File: config.mk
export PLATFORM = sky130hd
export DESIGN_NAME = bus_arbiter_flat
export DESIGN_NICKNAME = d
export VERILOG_FILES = /design/src/rtl/bus_arbiter_if.sv /design/src/rtl/bus_arbiter.sv /design/src/flat_wrapper.sv
export SDC_FILE = /design/constraint.sdc
export NUM_CORES = 1
export LEC_CHECK = 0
export CAP_MARGIN = 20
export CORE_ASPECT_RATIO = 0.6
export CORE_MARGIN = 5
export CORE_UTILIZATION = 41
export CTS_CLUSTER_DIAMETER = 50
export CTS_CLUSTER_SIZE = 14
export DETAILED_ROUTE_END_ITERATION = 16
export PLACE_DENSITY = 0.89
export SLEW_MARGIN = 20
export SYNTH_ARGS = -nofsm -noshare
export SYNTH_HDL_FRONTEND = slang
export SYNTH_SLANG_ARGS = --single-unit
File: constraint.sdc
create_clock -name clk -period 4.5 [get_ports clk]
set_input_delay 0.45 -clock clk [delete_from_list [all_inputs] [get_ports clk]]
set_output_delay 0.45 -clock clk [all_outputs]
set_load 0.01 [all_outputs]
File: src/rtl/bus_arbiter_if.sv
// Bus bundle between the arbiter and its sources/consumers.
// The arbiter takes the slave view; sources and the bus consumer take the master view.
interface bus_arbiter_if #(
  parameter int WIDTH = 8,
  parameter int COUNT = 8
);
  logic [WIDTH*COUNT-1:0] in;
  logic [COUNT-1:0]       req;
  logic                   hold;
  logic [WIDTH-1:0]       out;
  logic [COUNT-1:0]       grant;
  logic                   valid;
  logic                   conflict;
  logic [15:0]            conflict_count;

  modport master (
    output in, req, hold,
    input  out, grant, valid, conflict, conflict_count
  );

  modport slave (
    input  in, req, hold,
    output out, grant, valid, conflict, conflict_count
  );
endinterface

File: src/rtl/bus_arbiter.sv
// Registered bus arbiter: fixed-priority or round-robin selection with optional grant lock,
// one-hot grant, registered bus value and a saturating contention counter.
module bus_arbiter #(
  parameter int              WIDTH      = 8,
  parameter int              COUNT      = 8,
  parameter int              MODE       = 0,
  parameter logic [WIDTH-1:0] IDLE_VALUE = {WIDTH{1'b1}}
) (
  input  logic          clk,
  input  logic          reset,
  bus_arbiter_if.slave  bus
);

  localparam int IDX_W = (COUNT > 1) ? $clog2(COUNT) : 1;

  logic [IDX_W-1:0] ptr;
  logic [IDX_W-1:0] cur_idx;
  logic [IDX_W-1:0] win_idx;
  logic             win_valid;
  logic             lock;
  logic             found;
  logic [5:0]       req_count;
  logic             conflict_next;
  logic [COUNT-1:0] grant_next;
  logic [WIDTH-1:0] out_next;

  // Winner selection. A grant-lock is honoured only while the locked source keeps requesting.
  // NOTE: every variable gets a default first so no path leaves it unassigned and no latch is inferred.
  always_comb begin
    cur_idx   = '0;
    win_idx   = '0;
    win_valid = 1'b0;
    found     = 1'b0;
    req_count = '0;

    for (int j = 0; j < COUNT; j++) begin
      if (bus.grant[j]) cur_idx = IDX_W'(j);
      req_count = req_count + 6'(bus.req[j]);
    end

    lock = bus.hold && (|bus.grant) && bus.req[cur_idx];

    if (lock) begin
      win_valid = 1'b1;
      win_idx   = cur_idx;
    end else if (|bus.req) begin
      win_valid = 1'b1;
      if (MODE == 0) begin
        // Ascending scan: the last set bit seen is the highest index.
        for (int j = 0; j < COUNT; j++) begin
          if (bus.req[j]) win_idx = IDX_W'(j);
        end
      end else begin
        for (int k = 1; k <= COUNT; k++) begin
          int idx;
          idx = (int'(ptr) + k) % COUNT;
          if (!found && bus.req[idx]) begin
            found   = 1'b1;
            win_idx = IDX_W'(idx);
          end
        end
      end
    end

    conflict_next = (req_count > 6'd1);

    grant_next = '0;
    out_next   = IDLE_VALUE;
    if (win_valid) begin
      grant_next[win_idx] = 1'b1;
      out_next            = bus.in[int'(win_idx)*WIDTH +: WIDTH];
    end
  end

  // NOTE: sequential state uses non-blocking assignments so every register samples pre-edge values.
  always_ff @(posedge clk) begin
    if (reset) begin
      bus.out            <= IDLE_VALUE;
      bus.grant          <= '0;
      bus.valid          <= 1'b0;
      bus.conflict       <= 1'b0;
      bus.conflict_count <= '0;
      ptr                <= IDX_W'(COUNT - 1);
    end else begin
      bus.out      <= out_next;
      bus.grant    <= grant_next;
      bus.valid    <= win_valid;
      bus.conflict <= conflict_next;
      if (conflict_next && (bus.conflict_count != 16'hFFFF)) begin
        bus.conflict_count <= bus.conflict_count + 16'd1;
      end
      if (win_valid) ptr <= win_idx;
    end
  end

endmodule

File: src/flat_wrapper.sv
// flat-port wrapper written by rule: the top's interface ports become plain ports
module bus_arbiter_flat 
#(
  parameter int              WIDTH      = 8,
  parameter int              COUNT      = 8,
  parameter int              MODE       = 0,
  parameter logic [WIDTH-1:0] IDLE_VALUE = {WIDTH{1'b1}}
)
  (clk, reset, bus_in, bus_req, bus_hold, bus_out, bus_grant, bus_valid, bus_conflict, bus_conflict_count);
  bus_arbiter_if #(.WIDTH(WIDTH), .COUNT(COUNT)) bus_i ();
  input  logic clk;
  input  logic reset;
  input wire logic [$bits(bus_i.in)-1:0] bus_in;
  input wire logic [$bits(bus_i.req)-1:0] bus_req;
  input wire logic [$bits(bus_i.hold)-1:0] bus_hold;
  output wire logic [$bits(bus_i.out)-1:0] bus_out;
  output wire logic [$bits(bus_i.grant)-1:0] bus_grant;
  output wire logic [$bits(bus_i.valid)-1:0] bus_valid;
  output wire logic [$bits(bus_i.conflict)-1:0] bus_conflict;
  output wire logic [$bits(bus_i.conflict_count)-1:0] bus_conflict_count;
  assign bus_i.in = bus_in;
  assign bus_i.req = bus_req;
  assign bus_i.hold = bus_hold;
  assign bus_out = bus_i.out;
  assign bus_grant = bus_i.grant;
  assign bus_valid = bus_i.valid;
  assign bus_conflict = bus_i.conflict;
  assign bus_conflict_count = bus_i.conflict_count;
  bus_arbiter #(.WIDTH(WIDTH), .COUNT(COUNT), .MODE(MODE), .IDLE_VALUE(IDLE_VALUE)) u_core (.clk(clk), .reset(reset), .bus(bus_i));
endmodule
; ---- After elaboration in Yosys (flattened, before gate mapping)
; Index checks and enable logic that the tools add are counted.
[word_totals]
reg_bits = 34
input_bits = 75
elab_cells = 49
[op_classes]
addsub = 8
n_lt_le_gt_ge = 4
eq_ne = 1
shift = 1
muxes = 22
n_bitwise = 1
n_reduce_logical = 7
[op_table]
columns = op, n
row1 = indexed part select 64 x 7 -> 8 bit, 1
row2 = adder 6 x 1 -> 6 bit, 6
row3 = 2-to-1 mux 3 bit, 12
row4 = "adder 16 x 1 -> 16 bit, second input constant", 1
row5 = "!= test 16 bit, second input constant", 1
row6 = OR reduction 8 bit, 2
row7 = "< comparator 3 x 4 -> 1 bit, second input constant", 2
row8 = "> comparator 6 x 1 -> 1 bit, second input constant", 1
row9 = 2-to-1 mux 1 bit, 6
row10 = logical AND 1 bit, 4
row11 = 2-to-1 mux 2 bit, 2
row12 = binary-select mux 1 bit (select 3 bit), 1
row13 = demux 1 bit (select 3 bit), 1
row14 = "greater-or-equal comparator 3 x 1 -> 1 bit, second input constant", 1
row15 = adder 1 x 1 -> 2 bit, 1
row16 = OR reduction 2 bit, 1
row17 = inverter 1 bit, 1

; ---- Longest topological paths before layout
[depth]
depth_word = 15
ltp_mapped = 17

; ---- Worst setup path before layout
; No wires, ideal clock.
[synth_path]
path_kind = input to register
startpoint = input port bus_req[0]
endpoint = register u_core.bus.conflict_count[11]
t_arrival_ns = 3.859
t_required_ns = 4.430
setup_slack_ns = 0.571
cell_stages = 16
path_cell_list = inv_1 > ha_1 > inv_1 > fa_1 > fa_1 > inv_1 > fa_1 > inv_1 > fa_1 > a211oi_1 > mux2_2 > a2bb2oi_1 > and3_1 > nand2_1 > or3_1 > a21oi_1
[synth_via]
elab_chain_len = 9
[synth_rtl]
columns = element, line
row1 = from (decl), flat_wrapper.sv:14  ; input wire logic [$bits(bus_i.req)-1:0] bus_req;
row2 = adder 1 x 1 -> 2 bit, bus_arbiter.sv:38  ; req_count = req_count + 6'(bus.req[j]);
row3 = adder 6 x 1 -> 6 bit (6 in series), bus_arbiter.sv:38
row4 = > comparator 6 x 1 -> 1 bit, bus_arbiter.sv:65  ; conflict_next = (req_count > 6'd1);
row5 = logical AND 1 bit, bus_arbiter.sv:89  ; if (conflict_next && (bus.conflict_count != 16'hFFFF)) begin
row6 = to (signal assigned), bus_arbiter.sv:90  ; bus.conflict_count <= bus.conflict_count + 16'd1;
row7 = to (decl), bus_arbiter_if.sv:23  ; output out, grant, valid, conflict, conflict_count
; Every way passes these cells.
; A chain may end at the register's enable or synchronous reset.

; ---- Worst setup path in the final report
[layout_path]
startpoint = input port bus_req[1]
endpoint = register u_core.bus.conflict_count[9]
; Same word-level chain as after synthesis.

==> PnR_summary.wiki <==
{| class="wikitable"
! Metric !! Value
|-
| Reported max-cap violation count || 0
|-
| Critical path cell sequence || clkdlybuf4s50_1 -> inv_1 -> ha_1 -> inv_1 -> fa_1 -> fa_1 -> inv_1 -> fa_1 -> inv_1 -> fa_1 -> a211oi_1 -> mux2_2 -> a2bb2oi_1 -> and3_1 -> nand2_1 -> or3_1 -> a21oi_1
|-
| Wire length of the first global-routing pass || 10.6 mm
|-
| Relative max-transition margin || 0.360
|-
| Internal power || 769 uW
|-
| Count of nets left with antenna violations after detail routing || 0
|-
| Number of buffers added on ports || 108
|-
| Most Crowded Layer GR || met2
|-
| Largest fanout on the critical path || 8
|-
| Final Net Count || 443
|-
| Number of enable-type register cells in the synthesized netlist || 0
|-
| Final Core Density || 0.675
|-
| Netlist cell types || 46
|-
| Initial core utilization || 0.429
|-
| Met2 routing resource usage after global routing || 0.301
|-
| Yosys top cell by area || sky130_fd_sc_hd__dfxtp_1
|-
| Number of max-slew violations in the final report || 0
|-
| Endpoints failing hold || 0
|-
| Pin count of the biggest net entering global routing || 35
|-
| Class of the tightest hold or removal check || reg2reg
|-
| Total of warnings raised by yosys || 0
|-
| Critical Path Sink Type || flop
|-
| Post-synthesis instance total || around 250
|-
| H-tree depth || 2
|-
| Proportion of power drawn by flip-flops and latches || 0.326
|-
| Post-CTS Hold Fix Bufs || 0
|-
| Post-detailed-routing wire length || 6.97 mm
|-
| Sequential fraction of the synthesis area || 0.308
|-
| Antenna violations before repair || 0
|-
| Final total negative setup slack || 0 ns
|-
| Post-synth design cell area || 2210 um2
|-
| Setup repair after global routing missed its margin || no
|-
| Clock root cell || sky130_fd_sc_hd__clkbuf_8
|-
| Share of layout cells above drive strength 1 || 0.0556
|-
| Area of the core || 5150 um2
|-
| Via count of the routed design || 2239
|-
| Final setup violation count || 0
|-
| Slowest cell on crit path || sky130_fd_sc_hd__clkdlybuf4s50_1
|-
| Sort of element at the start of the critical path || primary input
|-
| Buffer depth of the longest clock path || 2
|-
| Period minus WS final || 4.16 ns
|-
| DR pass1 iterations || 4
|-
| Hpwl dp || 5.81 mm
|-
| Routed wirelength normalized by instance count || 16.4 um
|-
| Gate power share || 0.364
|-
| Detailed router's first-iteration violation count || 105
|-
| Hold Slack || 0.510 ns
|-
| Clock input transition at the sequential cells of the worst setup and hold paths || 0.07 ns
|-
| Final worst-path setup slack || between 0.3 and 0.4 ns
|-
| Number of setup buffers added after CTS || 0
|-
| Largest stage delay, worst path || 0.52 ns
|-
| Static leakage power || 0.00143 uW
|-
| Source-to-sink clock delay at the later pin of the worst-skew pair || between 0.2 and 0.3 ns
|-
| Via count of the first global-routing pass || approximately 2100
|-
| M3 GR Usage || 0.0281
|-
| Final worst path period share || 0.923
|-
| Total non-filler cell area in the finished layout || 3480 um2
|-
| Switching share of total power || 0.294
|-
| Clock power frac || 0.310
|-
| Routed vias/inst || 5.26
|-
| Achievable Freq || 0.241 GHz
|-
| Total net switching power || 321 uW
|-
| Total Routing Usage GR || 0.188
|-
| Status || finished clean
|-
| Slew @ Worst Pin || 0.956 ns
|-
| Syn_nets || around 340
|-
| Met1 usage || 0.272
|-
| Ys flop type || sky130_fd_sc_hd__dfxtp_1
|-
| Number of clock buffers inserted by TritonCTS || 5
|-
| Layout-stage area growth over the synthesis result || 57.4%
|-
| VDD IR-drop max || 144 uV
|-
| Start-to-end type of the worst setup path || in2reg
|-
| Total Die Area || approximately 7000 um2
|-
| Routability cong. || roughly 0.85
|-
| DP Area || ~3300 um2
|-
| WP data arrival || 4.35 ns
|-
| Antenna Diode Count || 0
|-
| Total power per unit cell area || roughly 310 nW/um2
|-
| Resized Gates After CTS || 0
|-
| Synth top cells by count || sky130_fd_sc_hd__nor2_1 (36), sky130_fd_sc_hd__dfxtp_1 (34), sky130_fd_sc_hd__mux2i_1 (34)
|-
| Io pins || 109
|-
| Required time of the critical path || ~4.7 ns
|-
| Most frequent cell after synthesis || sky130_fd_sc_hd__nor2_1
|-
| Remaining DRCs || 0
|-
| Register bit count reported by yosys || 34
|-
| Yosys top cell area share || 0.308
|-
| Count of clock tree sinks || 34
|-
| CTS tree || yes
|-
| Pre-CTS setup slack || 0.0762 ns
|-
| Die boundary height || 66.9 um
|-
| Total overflow reported by the global router || 0
|-
| Fraction of registers with async set or reset after synthesis || 0
|-
| Rows || 20
|-
| Area contributors post-synth || sky130_fd_sc_hd__dfxtp_1 (31%), sky130_fd_sc_hd__mux2i_1 (15%), sky130_fd_sc_hd__nor2_1 (6.1%)
|-
| Horizontal extent of the die || 105 um
|-
| Worst Skew || 0.00440 ns
|-
| Post-synthesis average cell area || 8.81 um2
|}
## path summary, 6_finish.rpt
kind,from,endpoint,slack [ns],cells past startpoint
max,bus_req[1],u_core.bus.conflict_count[9],0.34,17
min,u_core.bus.conflict_count[11],u_core.bus.conflict_count[11],0.51,2
max reg2reg,u_core.bus.grant[7],u_core.bus.out[7],1.13,8
min reg2reg,u_core.bus.conflict_count[11],u_core.bus.conflict_count[11],0.51,2
## cell type report
type	count	area (um2)
clock inverters	3	68.8
multi-input cells	192	1420
repair buffers	111	1100
clock buffers	5	68.8
flip-flops and latches	34	681
fillers	410	1670
well taps	66	82.6
inverters	15	56.3
## state kept, by name, summed over array words and instances (netlist names)
register,flops
u_core.bus.conflict_count,16
u_core.bus.out,8
u_core.bus.grant,8
u_core.bus.conflict,1
u_core.bus.valid,1
## routing by layer
metal,vias up,share of wire
met2,65,0.47
met1,1055,0.46
met3,4,0.061
met5,-,0
li1,1115,-
met4,0,0.0066
## worst max-delay path: cells and delay by family
family                     cells  cell delay, ns
buffers and inverters          5            0.75
muxes                          1            0.28
and+or+nand+nor                3            0.69
adders and majority gates      5            1.75
AOI/OAI and AO/OA              3            0.41
## cell usage in the layout (no fill, tap or decap), types with 4 or more instances in the layout
cell                              Yosys  routed
sky130_fd_sc_hd__o21ai_0             15      15
sky130_fd_sc_hd__inv_1               15      15
sky130_fd_sc_hd__clkbuf_8             0       5
sky130_fd_sc_hd__fa_1                 4       4
sky130_fd_sc_hd__o22ai_1              8       8
sky130_fd_sc_hd__nand2_1             12      12
sky130_fd_sc_hd__nor2_1              36      36
sky130_fd_sc_hd__mux2i_1             34      34
sky130_fd_sc_hd__xor2_1               9       9
sky130_fd_sc_hd__or3_1               13      13
sky130_fd_sc_hd__nand3_1              5       5
sky130_fd_sc_hd__and2_1               4       4
sky130_fd_sc_hd__dfxtp_1             34      34
sky130_fd_sc_hd__clkdlybuf4s50_1      0     108
sky130_fd_sc_hd__a21oi_1              7       7
sky130_fd_sc_hd__ha_1                 5       5
## logic make-up after synthesis
group / Yosys count / share of synthesized area
adder cells (fa/ha/maj): 9 / 0.0645
buffers and inverters: 25 / 0.0583
AND/OR/NAND/NOR: 87 / 0.196
flip-flops: 34 / 0.308
AO/OA/AOI/OAI: 50 / 0.171
XOR/XNOR: 11 / 0.0436
multiplexers: 35 / 0.159
## through the flow
stage | std cells | power, uW
after detailed placement | 418 | 755
final | 426 | 1090
after floorplan | 251 | 586
after CTS | 426 | 1100
after global routing | 426 | 1150
after global placement | 418 | 743
## power groups by stage
| stage | registers (uW) | clock network (uW) | logic (uW) |
|---|---|---|---|
| after floorplan | 367 | 0 | 218 |
| after global placement | 361 | 0 | 382 |
| after detailed placement | 362 | 0 | 393 |
| after CTS | 355 | 343 | 397 |
| after global routing | 360 | 359 | 432 |
| final | 356 | 338 | 397 |
Power figures use the tool's default switching activity.
